$ cat config.mk
export PLATFORM = sky130hd
export DESIGN_NAME = halt_controller
export DESIGN_NICKNAME = d
export VERILOG_FILES = /design/src/rtl/run_ctrl_pkg.sv /design/src/rtl/halt_controller_sat_counter.sv /design/src/rtl/halt_controller.sv
export SDC_FILE = /design/constraint.sdc
export NUM_CORES = 1
export LEC_CHECK = 0
export CAP_MARGIN = 20
export CORE_MARGIN = 3
export CORE_UTILIZATION = 50
export CTS_CLUSTER_DIAMETER = 200
export DETAILED_ROUTE_END_ITERATION = 12
export HOLD_SLACK_MARGIN = 0.1
export MAX_ROUTING_LAYER = met4
export PLACE_DENSITY_LB_ADDON = 0.05
export SLEW_MARGIN = 20
export SYNTH_ARGS = -nofsm -noshare
export SYNTH_HDL_FRONTEND = slang
export SYNTH_SLANG_ARGS = --single-unit
$ cat constraint.sdc
create_clock -name clk -period 5.15 [get_ports clk]
set_clock_uncertainty 0.2 [all_clocks]
set_input_delay 0.7725 -clock clk [delete_from_list [all_inputs] [get_ports clk]]
set_output_delay 0.7725 -clock clk [all_outputs]
set_load 0.01 [all_outputs]
$ cat src/rtl/run_ctrl_pkg.sv
// Shared run-control types and default sizing for the halt controller.
package run_ctrl_pkg;

    typedef enum logic [1:0] {
        RUN    = 2'd0,
        DRAIN  = 2'd1,
        HALTED = 2'd2
    } run_state_t;

    typedef enum logic [1:0] {
        HR_NONE   = 2'd0,
        HR_INSTR  = 2'd1,
        HR_CYCLES = 2'd2,
        HR_STALL  = 2'd3
    } halt_reason_t;

    localparam int unsigned DEF_CNT_W       = 16;
    localparam int unsigned DEF_MAX_CYCLES  = 850;
    localparam int unsigned DEF_STALL_LIMIT = 64;
    localparam int unsigned DEF_DRAIN_MAX   = 16;

endpackage

$ cat src/rtl/halt_controller_sat_counter.sv
// Saturating up-counter with synchronous clear and freeze (freeze wins over clear).
module sat_counter #(
    parameter int unsigned W = 8
) (
    input  logic         clk,
    input  logic         rst_n,
    input  logic         i_clr,
    input  logic         i_inc,
    input  logic         i_freeze,
    output logic [W-1:0] o_count
);

    localparam logic [W-1:0] MAX_VAL = {W{1'b1}};

    logic [W-1:0] r_count;

    // Count register: hold when frozen, clear on request, else increment until all-ones.
    always_ff @(posedge clk or negedge rst_n) begin
        if (!rst_n) begin
            r_count <= '0;
        end else if (!i_freeze) begin
            if (i_clr) begin
                r_count <= '0;
            end else if (i_inc && (r_count != MAX_VAL)) begin
                r_count <= r_count + W'(1);
            end
        end
    end

    assign o_count = r_count;

endmodule

$ cat src/rtl/halt_controller.sv
// Run-control: drains stores after a retired halt, or forces halt on cycle/stall watchdogs.
module halt_controller
    import run_ctrl_pkg::*;
#(
    parameter int unsigned CNT_W       = DEF_CNT_W,
    parameter int unsigned MAX_CYCLES  = DEF_MAX_CYCLES,
    parameter int unsigned STALL_LIMIT = DEF_STALL_LIMIT,
    parameter int unsigned DRAIN_MAX   = DEF_DRAIN_MAX
) (
    input  logic             clk,
    input  logic             rst_n,
    input  logic             retire_valid,
    input  logic             retire_is_halt,
    input  logic             store_pending,
    output logic             halt,
    output logic [1:0]       halt_reason,
    output logic [CNT_W-1:0] cycle_count,
    output logic [CNT_W-1:0] instret_count,
    output logic             running
);

    localparam int unsigned    STALL_W = $clog2(STALL_LIMIT + 1);
    localparam int unsigned    DRAIN_W = $clog2(DRAIN_MAX + 1);
    localparam logic [CNT_W-1:0] CNT_MAX = {CNT_W{1'b1}};

    // The cycle counter must be able to hold the watchdog threshold.
    if (64'(MAX_CYCLES) > ((64'(1) << CNT_W) - 64'(1))) begin : g_max_cycles_chk
        $error("halt_controller: MAX_CYCLES does not fit in CNT_W bits");
    end

    run_state_t       r_state;
    run_state_t       w_state_nxt;
    logic             r_halt;
    logic             w_halt_nxt;
    halt_reason_t     r_halt_reason;
    halt_reason_t     w_reason_nxt;
    logic             r_running;
    logic             w_running_nxt;
    logic [CNT_W-1:0] r_cycle_count;
    logic [CNT_W-1:0] w_cycle_nxt;

    logic [STALL_W-1:0] w_stall_count;
    logic [DRAIN_W-1:0] w_drain_count;

    logic w_in_run;
    logic w_in_drain;
    logic w_in_halted;
    logic w_halt_instr;
    logic w_cycle_limit;
    logic w_stall_limit;
    logic w_drain_timeout;

    assign w_in_run    = (r_state == RUN);
    assign w_in_drain  = (r_state == DRAIN);
    assign w_in_halted = (r_state == HALTED);

    // Halt-event qualifiers; retire_is_halt means nothing without retire_valid.
    assign w_halt_instr    = retire_valid && retire_is_halt;
    assign w_cycle_limit   = (r_cycle_count == CNT_W'(MAX_CYCLES - 1));
    assign w_stall_limit   = (w_stall_count == STALL_W'(STALL_LIMIT - 1)) && !retire_valid;
    assign w_drain_timeout = (w_drain_count == DRAIN_W'(DRAIN_MAX - 1));

    // FSM state register.
    always_ff @(posedge clk or negedge rst_n) begin
        if (!rst_n) begin
            r_state <= RUN;
        end else begin
            r_state <= w_state_nxt;
        end
    end

    // Next-state logic: halt instruction beats cycle limit beats stall watchdog.
    always_comb begin
        w_state_nxt = r_state;
        case (r_state)
            RUN: begin
                if (w_halt_instr) begin
                    w_state_nxt = DRAIN;
                end else if (w_cycle_limit || w_stall_limit) begin
                    w_state_nxt = HALTED;
                end
            end
            DRAIN: begin
                if (!store_pending || w_drain_timeout) begin
                    w_state_nxt = HALTED;
                end
            end
            HALTED:  w_state_nxt = HALTED;
            default: w_state_nxt = RUN;
        endcase
    end

    // Output logic: next values for the registered status outputs.
    always_comb begin
        w_halt_nxt    = (w_state_nxt == HALTED);
        w_running_nxt = (w_state_nxt == RUN);
        w_reason_nxt  = r_halt_reason;
        w_cycle_nxt   = r_cycle_count;
        if (!w_in_halted && (r_cycle_count != CNT_MAX)) begin
            w_cycle_nxt = r_cycle_count + CNT_W'(1);
        end
        case (r_state)
            RUN: begin
                if (w_halt_instr) begin
                    w_reason_nxt = HR_INSTR;
                end else if (w_cycle_limit) begin
                    w_reason_nxt = HR_CYCLES;
                end else if (w_stall_limit) begin
                    w_reason_nxt = HR_STALL;
                end
            end
            DRAIN: begin
                if (store_pending && w_drain_timeout) begin
                    w_reason_nxt = HR_STALL;
                end
            end
            default: ;
        endcase
    end

    // Registered status outputs, updated on the same edge as the state.
    always_ff @(posedge clk or negedge rst_n) begin
        if (!rst_n) begin
            r_halt        <= 1'b0;
            r_halt_reason <= HR_NONE;
            r_running     <= 1'b1;
            r_cycle_count <= '0;
        end else begin
            r_halt        <= w_halt_nxt;
            r_halt_reason <= w_reason_nxt;
            r_running     <= w_running_nxt;
            r_cycle_count <= w_cycle_nxt;
        end
    end

    // Retired-instruction counter; only RUN retires count.
    sat_counter #(.W(CNT_W)) u_instret (
        .clk      (clk),
        .rst_n    (rst_n),
        .i_clr    (1'b0),
        .i_inc    (w_in_run && retire_valid),
        .i_freeze (!w_in_run),
        .o_count  (instret_count)
    );

    // Consecutive non-retiring RUN cycles.
    sat_counter #(.W(STALL_W)) u_stall (
        .clk      (clk),
        .rst_n    (rst_n),
        .i_clr    (retire_valid),
        .i_inc    (!retire_valid),
        .i_freeze (!w_in_run),
        .o_count  (w_stall_count)
    );

    // Cycles spent waiting for stores; starts from zero on DRAIN entry.
    sat_counter #(.W(DRAIN_W)) u_drain (
        .clk      (clk),
        .rst_n    (rst_n),
        .i_clr    (w_in_run),
        .i_inc    (w_in_drain),
        .i_freeze (w_in_halted),
        .o_count  (w_drain_count)
    );

    assign halt        = r_halt;
    assign halt_reason = r_halt_reason;
    assign cycle_count = r_cycle_count;
    assign running     = r_running;

endmodule
==> impl_table.tex <==
\begin{tabular}{lr}
\hline
Metric & Value \\
\hline
\multicolumn{2}{l}{\textbf{Drt}} \\
Number of iterations in the first detailed-routing pass & 4 \\
DRC violation count after routing & 0 \\
Length of routed wiring on met1 & around 2600 um \\
Final Routed Wirelength & 5190 um \\
Via density per instance & about 5.6 \\
Max layer used & met4 \\
Sum of met2 wire segment lengths after detailed routing & around 2400 um \\
Met3 routed WL & around 170 um \\
Antenna Nets Post-Route & 0 \\
Count of vias placed by the detailed router & 2036 \\
Routed len/inst & 14.3 um \\
Iteration-0 DRC count of the detailed router & 117 \\
\multicolumn{2}{l}{\textbf{Logic synthesis}} \\
Synthesized Nets & 266 \\
Number of enable flip-flop cells after synthesis & 0 \\
Part of the Yosys area used for sequential elements & 48.3\% \\
Cells after Synth & about 250 \\
Portion of synthesized cell area occupied by the leading cell type & 47.3\% \\
Post-synth cell types & 49 \\
Proportion of synthesized flip-flops having asynchronous set or reset & 100\% \\
Most frequent cells after synthesis & dfrtp\_1 (49), nand2\_1 (28), xor2\_1 (23) \\
Area of the mapped netlist & approximately 2600 um\^{}2 \\
Ys flop type & dfrtp\_1 \\
Number of warnings printed during yosys synthesis & 0 \\
Most common cell in the netlist & dfrtp\_1 \\
Leading cell types by total area after synthesis & dfrtp\_1 (47\%), xor2\_1 (7.8\%), nand2\_1 (4.1\%) \\
Largest area contributor in the synthesized netlist & dfrtp\_1 \\
Syn avg cell area & 10.2 um\^{}2 \\
Seq cells post-synth & 50 \\
\multicolumn{2}{l}{\textbf{Status}} \\
Outcome & finished clean \\
\multicolumn{2}{l}{\textbf{Power}} \\
P\_leak & about 1.4 nW \\
Power Total & 0.00127 W \\
Worst voltage drop across the vdd grid & approximately 0.00032 V \\
Power Dens Cells & about 400 nW/um\^{}2 \\
\multicolumn{2}{l}{\textbf{Placement}} \\
Port Buffers & 40 \\
Routability congestion estimate & 0.812 \\
HPWL reported at the end of detailed placement & 3700 um \\
\multicolumn{2}{l}{\textbf{Critical path}} \\
CP Max Fanout & 10 \\
Number of cells on the worst reg-to-reg path & 4 \\
Required time at the endpoint of the critical path & 5.18 ns \\
Sort of element at the end of the critical path & register \\
Source of the worst register-to-register timing path & r\_state[0]\$\_DFF\_PN0\_ \\
Reg2Reg Setup Slack & 3.02 ns \\
Worst reg2reg path endpoint & cycle\_count[13]\$\_DFFE\_PN0P\_ \\
Critical path class & input pin to register \\
Sort of element at the start of the critical path & input pin \\
Arrival time worst endpoint & 2.58 ns \\
\multicolumn{2}{l}{\textbf{CTS}} \\
Number of instances resized during post-cts repair & 0 \\
Number of buffers inserted to repair setup after CTS & 0 \\
CTS Sinks & 50 \\
Clock transition time at the flip-flop clock pins of the worst setup and hold paths & 0.08 ns \\
TritonCTS clock tree & done \\
Number of buffers created by CTS & 5 \\
Hold buffer count at CTS & 0 \\
CTS H-tree lvls & 2 \\
Clock latency on the worst-skew pair & about 0.30 ns \\
Clock Tree Root & clkbuf\_8 \\
Maximum buffer depth of the clock tree & 2 \\
\multicolumn{2}{l}{\textbf{STA}} \\
Max Clock Freq & 393 MHz \\
Final critical-path share of the clock period & between 40\% and 50\% \\
Final hold slack & between 0.2 and 0.3 ns \\
Worst max-slew margin expressed relative to the limit & 58.4\% \\
Unrepaired setup endpoints after global routing & false \\
Total Negative Setup Slacks & 0 ns \\
Total of endpoints with negative setup slack in the final report & 0 \\
Final period demand of the worst path & 2.55 ns \\
Slew at the pin closest to its max-slew limit & about 0.62 ns \\
Final count of hold timing violations & 0 \\
Max Slew Vio Count & 0 \\
\multicolumn{2}{l}{\textbf{Die}} \\
Height of the die & 78.0 um \\
Row Count & 25 \\
Initial standard-cell utilization of the core & 53.1\% \\
Die outline width & 78.0 um \\
Floorplan core area & 4880 um\^{}2 \\
Total die area & 6080 um\^{}2 \\
\# IOs & 41 \\
\multicolumn{2}{l}{\textbf{Global routing}} \\
Via count of the first global-routing pass & 1932 \\
Largest net degree at the start of global routing & between 50 and 60 \\
Gr usage total & about a fifth \\
GR Overflow Total & 0 \\
Initial antenna violation count & 0 \\
Wire length of the first global-routing pass & $\sim$9000 um \\
\multicolumn{2}{l}{\textbf{Layout}} \\
P\&R area growth vs syn & 21.2\% \\
FILL cells & 431 \\
Antenna diodes & 0 \\
Final nets & about 300 \\
Share of cells above drive strength 1 & $\sim$6.7\% \\
Sequential cell area & 1250 um\^{}2 \\
Area of combinational cells with multiple inputs & 1290 um\^{}2 \\
\multicolumn{2}{l}{\textbf{Hold path}} \\
Worst min path class & input pin to asynchronous set/reset pin \\
\multicolumn{2}{l}{\textbf{Job}} \\
Max Cap Viol & 0 \\
\hline
\end{tabular}
cell type report:
class	instances	share of cell area [%]
Clock inverter	1	0.159
Clock buffer	7	2.75
Multi-Input combinational cell	191	40.9
Tap cell	67	2.67
Inverter	8	0.956
Sequential cell	50	39.9
Timing Repair Buffer	40	12.7
placed cells by master (no fill, tap or decap), drive strengths merged, types with 2 or more instances in the layout:
cell type / Yosys / final
a211oi: 3 / 3
a21boi: 2 / 2
a21oi: 10 / 10
a31oi: 4 / 4
and2: 2 / 2
and3: 4 / 4
and4: 4 / 4
clkbuf: 2 / 7
clkdlybuf4s50: 0 / 39
dfrtp: 49 / 49
ha: 7 / 7
inv: 8 / 8
mux2: 2 / 2
mux2i: 2 / 2
nand2: 28 / 28
nand3: 11 / 11
nand4: 13 / 13
nor2: 18 / 18
nor2b: 2 / 2
nor3: 12 / 12
nor3b: 2 / 2
nor4: 7 / 7
o21ai: 9 / 9
o22ai: 2 / 2
o311ai: 2 / 2
xnor2: 7 / 7
xor2: 23 / 23
registers in the layout, summed over array words and instances (netlist names):
register	flops
r_state	2
u_instret.o_count	16
running	1
u_stall.o_count	7
halt_reason	2
cycle_count	16
halt	1
u_drain.o_count	5
cell families (layout without fill, tap and decap cells):
logic type / Yosys count / count (layout) / synth area share, %
simple gates: 111 / 111 / 24.8
flops: 50 / 50 / 48.3
compound gates: 39 / 39 / 9.71
xor+xnor: 30 / 30 / 10.1
buf+inv: 13 / 56 / 2.03
fa+ha+maj: 7 / 7 / 3.38
mux: 4 / 4 / 1.64
metrics by stage:
stage,utilization (%),instance area (um^2),cells,setup WS (ns)
after global placement,62.5,3050,356,2.38
after floorplan,-,2590,254,3.14
final,64.4,3140,364,2.60
after detailed placement,62.5,3050,356,2.29
after CTS,64.3,3140,364,2.61
after global routing,64.4,3140,364,2.48
where the power goes:
part / total (W) / internal (W) / leakage [nW] / switching (W)
registers: 0.000615 / 0.000481 / 0.660 / 0.000134
logic: 0.000420 / 0.000216 / 0.703 / 0.000203
clock network: 0.000234 / 0.000109 / 0.0482 / 0.000125
critical path, stage by stage:
cell and delay, ns:
clkdlybuf4s50_1 0.61, nor3b_4 0.45, nand2_1 0.19, nor4_1 0.39
xor2_1 0.17
how the worst max path moves through the flow:
| stage | startpoint | cells after the start | slack, ns | endpoint |
|---|---|---|---|---|
| 2_1_floorplan | retire_valid | 3 | 3.14 | u_instret.o_count[1]$_DFFE_PN0P_ |
| 3_3_place_gp | retire_valid | 5 | 2.38 | u_instret.o_count[13]$_DFFE_PN0P_ |
| 3_5_place_dp | retire_valid | 5 | 2.29 | u_instret.o_count[13]$_DFFE_PN0P_ |
| 4_1_cts | retire_valid | 5 | 2.61 | u_instret.o_count[13]$_DFFE_PN0P_ |
| 5_1_grt | retire_valid | 5 | 2.48 | u_instret.o_count[13]$_DFFE_PN0P_ |
| 6_report | retire_valid | 5 | 2.60 | u_instret.o_count[13]$_DFFE_PN0P_ |
per-layer routing:
layer / up-vias / track usage [%]
li1: 1012 / -
met1: 970 / 24.9
met2: 45 / 29.3
met3: 9 / 2.78
met4: 0 / 8.57
met5: - / -
Note: power is estimated with default switching activity, not from simulation.
